`config.mk`:
```
export PLATFORM = sky130hd
export DESIGN_NAME = serial_comparator
export DESIGN_NICKNAME = d
export VERILOG_FILES = /design/src/rtl/serial_cmp_pkg.sv /design/src/rtl/serial_comparator.sv
export SDC_FILE = /design/constraint.sdc
export NUM_CORES = 1
export LEC_CHECK = 0
export ABC_AREA = 1
export BUFFER_PORTS_ARGS = -buffer_cell sky130_fd_sc_hd__buf_2
export CORE_MARGIN = 10
export CORE_UTILIZATION = 40
export DETAILED_ROUTE_END_ITERATION = 8
export SYNTH_ARGS = -nofsm -noshare
export SYNTH_HDL_FRONTEND = slang
export SYNTH_SLANG_ARGS = --single-unit
export TNS_END_PERCENT = 50
```
`constraint.sdc`:
```
create_clock -name clk -period 2.7 [get_ports clk]
set_clock_uncertainty 0.05 [all_clocks]
set_input_delay 0.135 -clock clk [delete_from_list [all_inputs] [get_ports clk]]
set_output_delay 0.135 -clock clk [all_outputs]
set_load 0.01 [all_outputs]
```
`src/rtl/serial_cmp_pkg.sv`:
```
// serial_cmp_pkg: shared types and helpers for serial_comparator.
// SERIAL_CMP_SIGNED_EN selects two's-complement handling of the sign bit.
package serial_cmp_pkg;
  typedef enum logic [1:0] {IDLE, RUN, DONE} state_t;
  typedef enum logic [1:0] {EQ, GT, LT} rel_t;
`ifdef SERIAL_CMP_SIGNED_EN
  localparam bit SIGNED_EN = 1'b1;
`else
  localparam bit SIGNED_EN = 1'b0;
`endif
  function automatic int cnt_width(input int width);
    return width > 1 ? $clog2(width) : 1;
  endfunction
  // LSB first: a differing bit overrides all lower bits; a signed sign bit inverts the sense
  function automatic rel_t rel_next(input rel_t rel, input logic a, input logic b, input logic msb);
    return a == b ? rel : ((a ^ (msb & SIGNED_EN)) ? GT : LT);
  endfunction
endpackage

```
`src/rtl/serial_comparator.sv`:
```
// serial_comparator: bit-serial LSB-first magnitude comparator with registered e/g/s flags.
// Define SERIAL_CMP_SIGNED_EN to compare two's-complement operands.
module serial_comparator
  import serial_cmp_pkg::*;
#(
  parameter int WIDTH = 4
) (
  input  logic clk,
  input  logic rst,
  input  logic start,
  input  logic bit_valid,
  input  logic a_bit,
  input  logic b_bit,
  output logic busy,
  output logic done,
  output logic e,
  output logic g,
  output logic s
);
  localparam int CW = cnt_width(WIDTH);
  state_t state;
  rel_t rel;
  rel_t rel_upd;
  logic [CW-1:0] cnt;
  logic last;
  assign last = cnt == CW'(WIDTH - 1);
  assign rel_upd = rel_next(rel, a_bit, b_bit, last);
  always_ff @(posedge clk or posedge rst) begin
    if (rst) begin
      state <= IDLE;
      cnt <= '0;
      rel <= EQ;
      busy <= 1'b0;
      done <= 1'b0;
      e <= 1'b0;
      g <= 1'b0;
      s <= 1'b0;
    end else begin
      case (state)
        IDLE: begin
          done <= 1'b0;
          if (start) begin
            state <= RUN;
            cnt <= '0;
            rel <= EQ;
            busy <= 1'b1;
          end
        end
        RUN: begin
          done <= 1'b0;
          if (bit_valid) begin
            rel <= rel_upd;
            cnt <= cnt + 1'b1;
            if (last) begin
              state <= DONE;
              busy <= 1'b0;
            end
          end
        end
        DONE: begin
          done <= 1'b1;
          e <= rel == EQ;
          g <= rel == GT;
          s <= rel == LT;
          state <= start ? RUN : IDLE;
          busy <= start;
          cnt <= '0;
          rel <= EQ;
        end
        default: begin
          state <= IDLE;
          busy <= 1'b0;
          done <= 1'b0;
        end
      endcase
    end
  end
endmodule

```
==> impl_metrics.ini <==
[worst_hold_path]
hp-class = in2reg

[timing]
worst_slew_pin_slew_ns = 0.4262
period_needed_ns = 1.249
setup_ws_ns = 1.451
rsz0062_at_grt = false
finalHoldViolations = 0
final_max_slew_viol_count = 0
setup_viol = 0
slew_headroom = 0.7129
setup_tns_ns = 0
fmax_ghz = 0.8005
min_period_over_period = 0.4627

[die]
die_h_um = 56.46
die_w_um = 56.46
dieArea_sq_um = 3188
ioPinCount = 11
core_sq_um = 1285
placementRows = 13
initial_core_util = 0.4138

[clock_network]
cts_root_buf = clkbuf_4
cts_setup_buffers = 0
cts_tree = yes
clockBufferDepth = 2
cts_resized = 0
insertion_delay_ns = 0.26
htreeDepth = 1
cts_buffers = 3
postCtsHoldBufs = 1
clkSinkCount = 11
cts.clk_slew.worst_paths_ns = 0.07

[routing]
drc = 0
firstDrtPassIters = 4
vias = 425
drt-total-wl_mm = 1.017
wire_per_inst_um = 11.18
drtIter0Drc = 2
via_per_inst = 4.670
ant_nets = 0

[global_routing]
grt_start_max_net_pins = 12
grt_pass1_vias = 457
antenna_found_initial = 0
grt_pass1_wl_mm = 1.863
gr-total-overflow = 0
grt_util_all_layers = 0.07317

[logic_synthesis]
synth_cell_types = 14
synth_top_area_frac = 0.5176
netlist_instances = 61
synth-seq-area-share = 0.5176
postSynthAreaPerCell_sq_um = 8.717
synth_area_leaders = dfrtp_1 52%, nand2_1 11%, o21ai_0 6.6%
synth_warnings = 0
syn_nets = 68
ys_seq_elements = 11
yosysTopAreaCell = dfrtp_1
syn_area_sq_um = 531.8

[finish]
area_delta_synth_final_pct = 19.76
fin_cells = 91
layout_commonest_cell = nand2_1
nets = 84
layout_common_cells = 16 x nand2_1, 11 x dfrtp_1, 10 x buf_2
fillers = 130
design_area_sq_um = 636.9
num_antenna_cells = 0
drive_above_1_share = 0.2368
postLayoutCoreUtil = 0.4956

[critical_path]
r2r_end = rel[0]
crit_arrival_ns = 1.36
crit_buf_inv = 0
worstPathMaxFanout = 4
cp-endpoint = rel[0]
critPathTopFamily = flip-flops
cp_cell_sequence = o21ai_0, nand3_1, nand2_1, nand2_1
reg2reg_slack_ns = 1.45
endpoint_kind = flop
crit_type = reg2reg
worstPathRequired_ns = 2.81
path_depth = 4
r2r-start = state[1]
path_common_cell = nand2_1
startpoint_type = flop
rr_worst_depth = 4
crit_slowest_cell = dfrtp_1
slowest_delay_ns = 0.42
critPathLaunch = state[1]

[placed_design]
dp_cells = 86
portBuffers = 10
placed_area_sq_um = 600.6
preCtsSetupSlack_ns = 1.488
dpl.hpwl_um = 785.1
gp_congestion = 0.7695

[power_and_ir_drop]
power_density_nw_per_um2 = 1013
ir_worst_vdd_uv = 533.9
leakagePower_nw = 0.3614

[flow_run]
drv_cap = 0

[status]
status = completed
## through the flow
step / hold slack [ns] / power [mW]
after global routing: 0.08463 / 0.7155
after CTS: 0.06080 / 0.6596
after detailed placement: 0.1035 / 0.5420
after global placement: 0.09755 / 0.5371
final: 0.06795 / 0.6451
after floorplan: -0.06256 / 0.4652
## how the worst min path moves through the flow
stage	slack [ns]	from	to	cells past startpoint
4_1_cts	0.06	bit_valid	cnt[1]	3
6_report	0.07	bit_valid	cnt[1]	3
3_3_place_gp	0.1	rst	state[0]	2
5_1_grt	0.08	bit_valid	cnt[1]	3
3_5_place_dp	0.10	rst	state[0]	2
2_1_floorplan	-0.06	rst	busy	1
## final cells by class
type / instances / area, sq um / share of cell area
Sequential cell: 11 / 275.3 / 0.4322
Multi-Input combinational cell: 40 / 219.0 / 0.3438
Inverter: 10 / 37.54 / 0.05894
Clock buffer: 4 / 26.28 / 0.04126
Tap cell: 15 / 18.77 / 0.02947
Timing Repair Buffer: 11 / 60.06 / 0.09430
## cell usage after synthesis
| cell type | number |
|---|---|
| nand2_1 | 16 |
| nand3_2 | 1 |
| nand4_1 | 2 |
| o31ai_1 | 1 |
| nor2_4 | 1 |
| inv_2 | 1 |
| o21ai_0 | 7 |
| ha_1 | 1 |
| dfrtp_1 | 11 |
| o21ai_2 | 1 |
| nand3b_4 | 1 |
| nand3_1 | 6 |
| nor2_1 | 3 |
| inv_1 | 9 |
## cell families (layout without fill, tap and decap cells)
logic type               Yosys count  after routing  synth area share
AO/OA/AOI/OAI                      9              9           0.09647
adder cells (fa/ha/maj)            1              1           0.02353
buffers and inverters             10             25           0.07058
flip-flops                        11             11            0.5176
AND/OR/NAND/NOR                   30             30            0.2918
## registers in the layout (all words and copies together), names as in the netlist
signal and cells:
busy 1, g 1, s 1, e 1
done 1, state 2, rel 2, cnt 2
## report_power, final
| part | total [mW] | leakage (nW) | internal [mW] | switching (mW) |
|---|---|---|---|---|
| Clock | 0.110 | 0.0150 | 0.0571 | 0.0532 |
| Combinational | 0.258 | 0.204 | 0.0932 | 0.165 |
| Sequential | 0.277 | 0.142 | 0.229 | 0.0475 |
| Total | 0.645 | 0.361 | 0.380 | 0.266 |
## metal layers
metal	routed length [um]	global-route usage	vias up
met5	0	0	-
met1	468	0.07653	189
met2	476	0.1082	6
met4	11	0.05842	0
li1	-	-	228
met3	61	0.03596	2
## worst reg2reg max path: stages (launching register included)
cell	delay [ns]
dfrtp_1	0.42
o21ai_0	0.39
nand3_1	0.15
nand2_1	0.08
nand2_1	0.04
No activity file was read; power rests on OpenSTA's default activity.
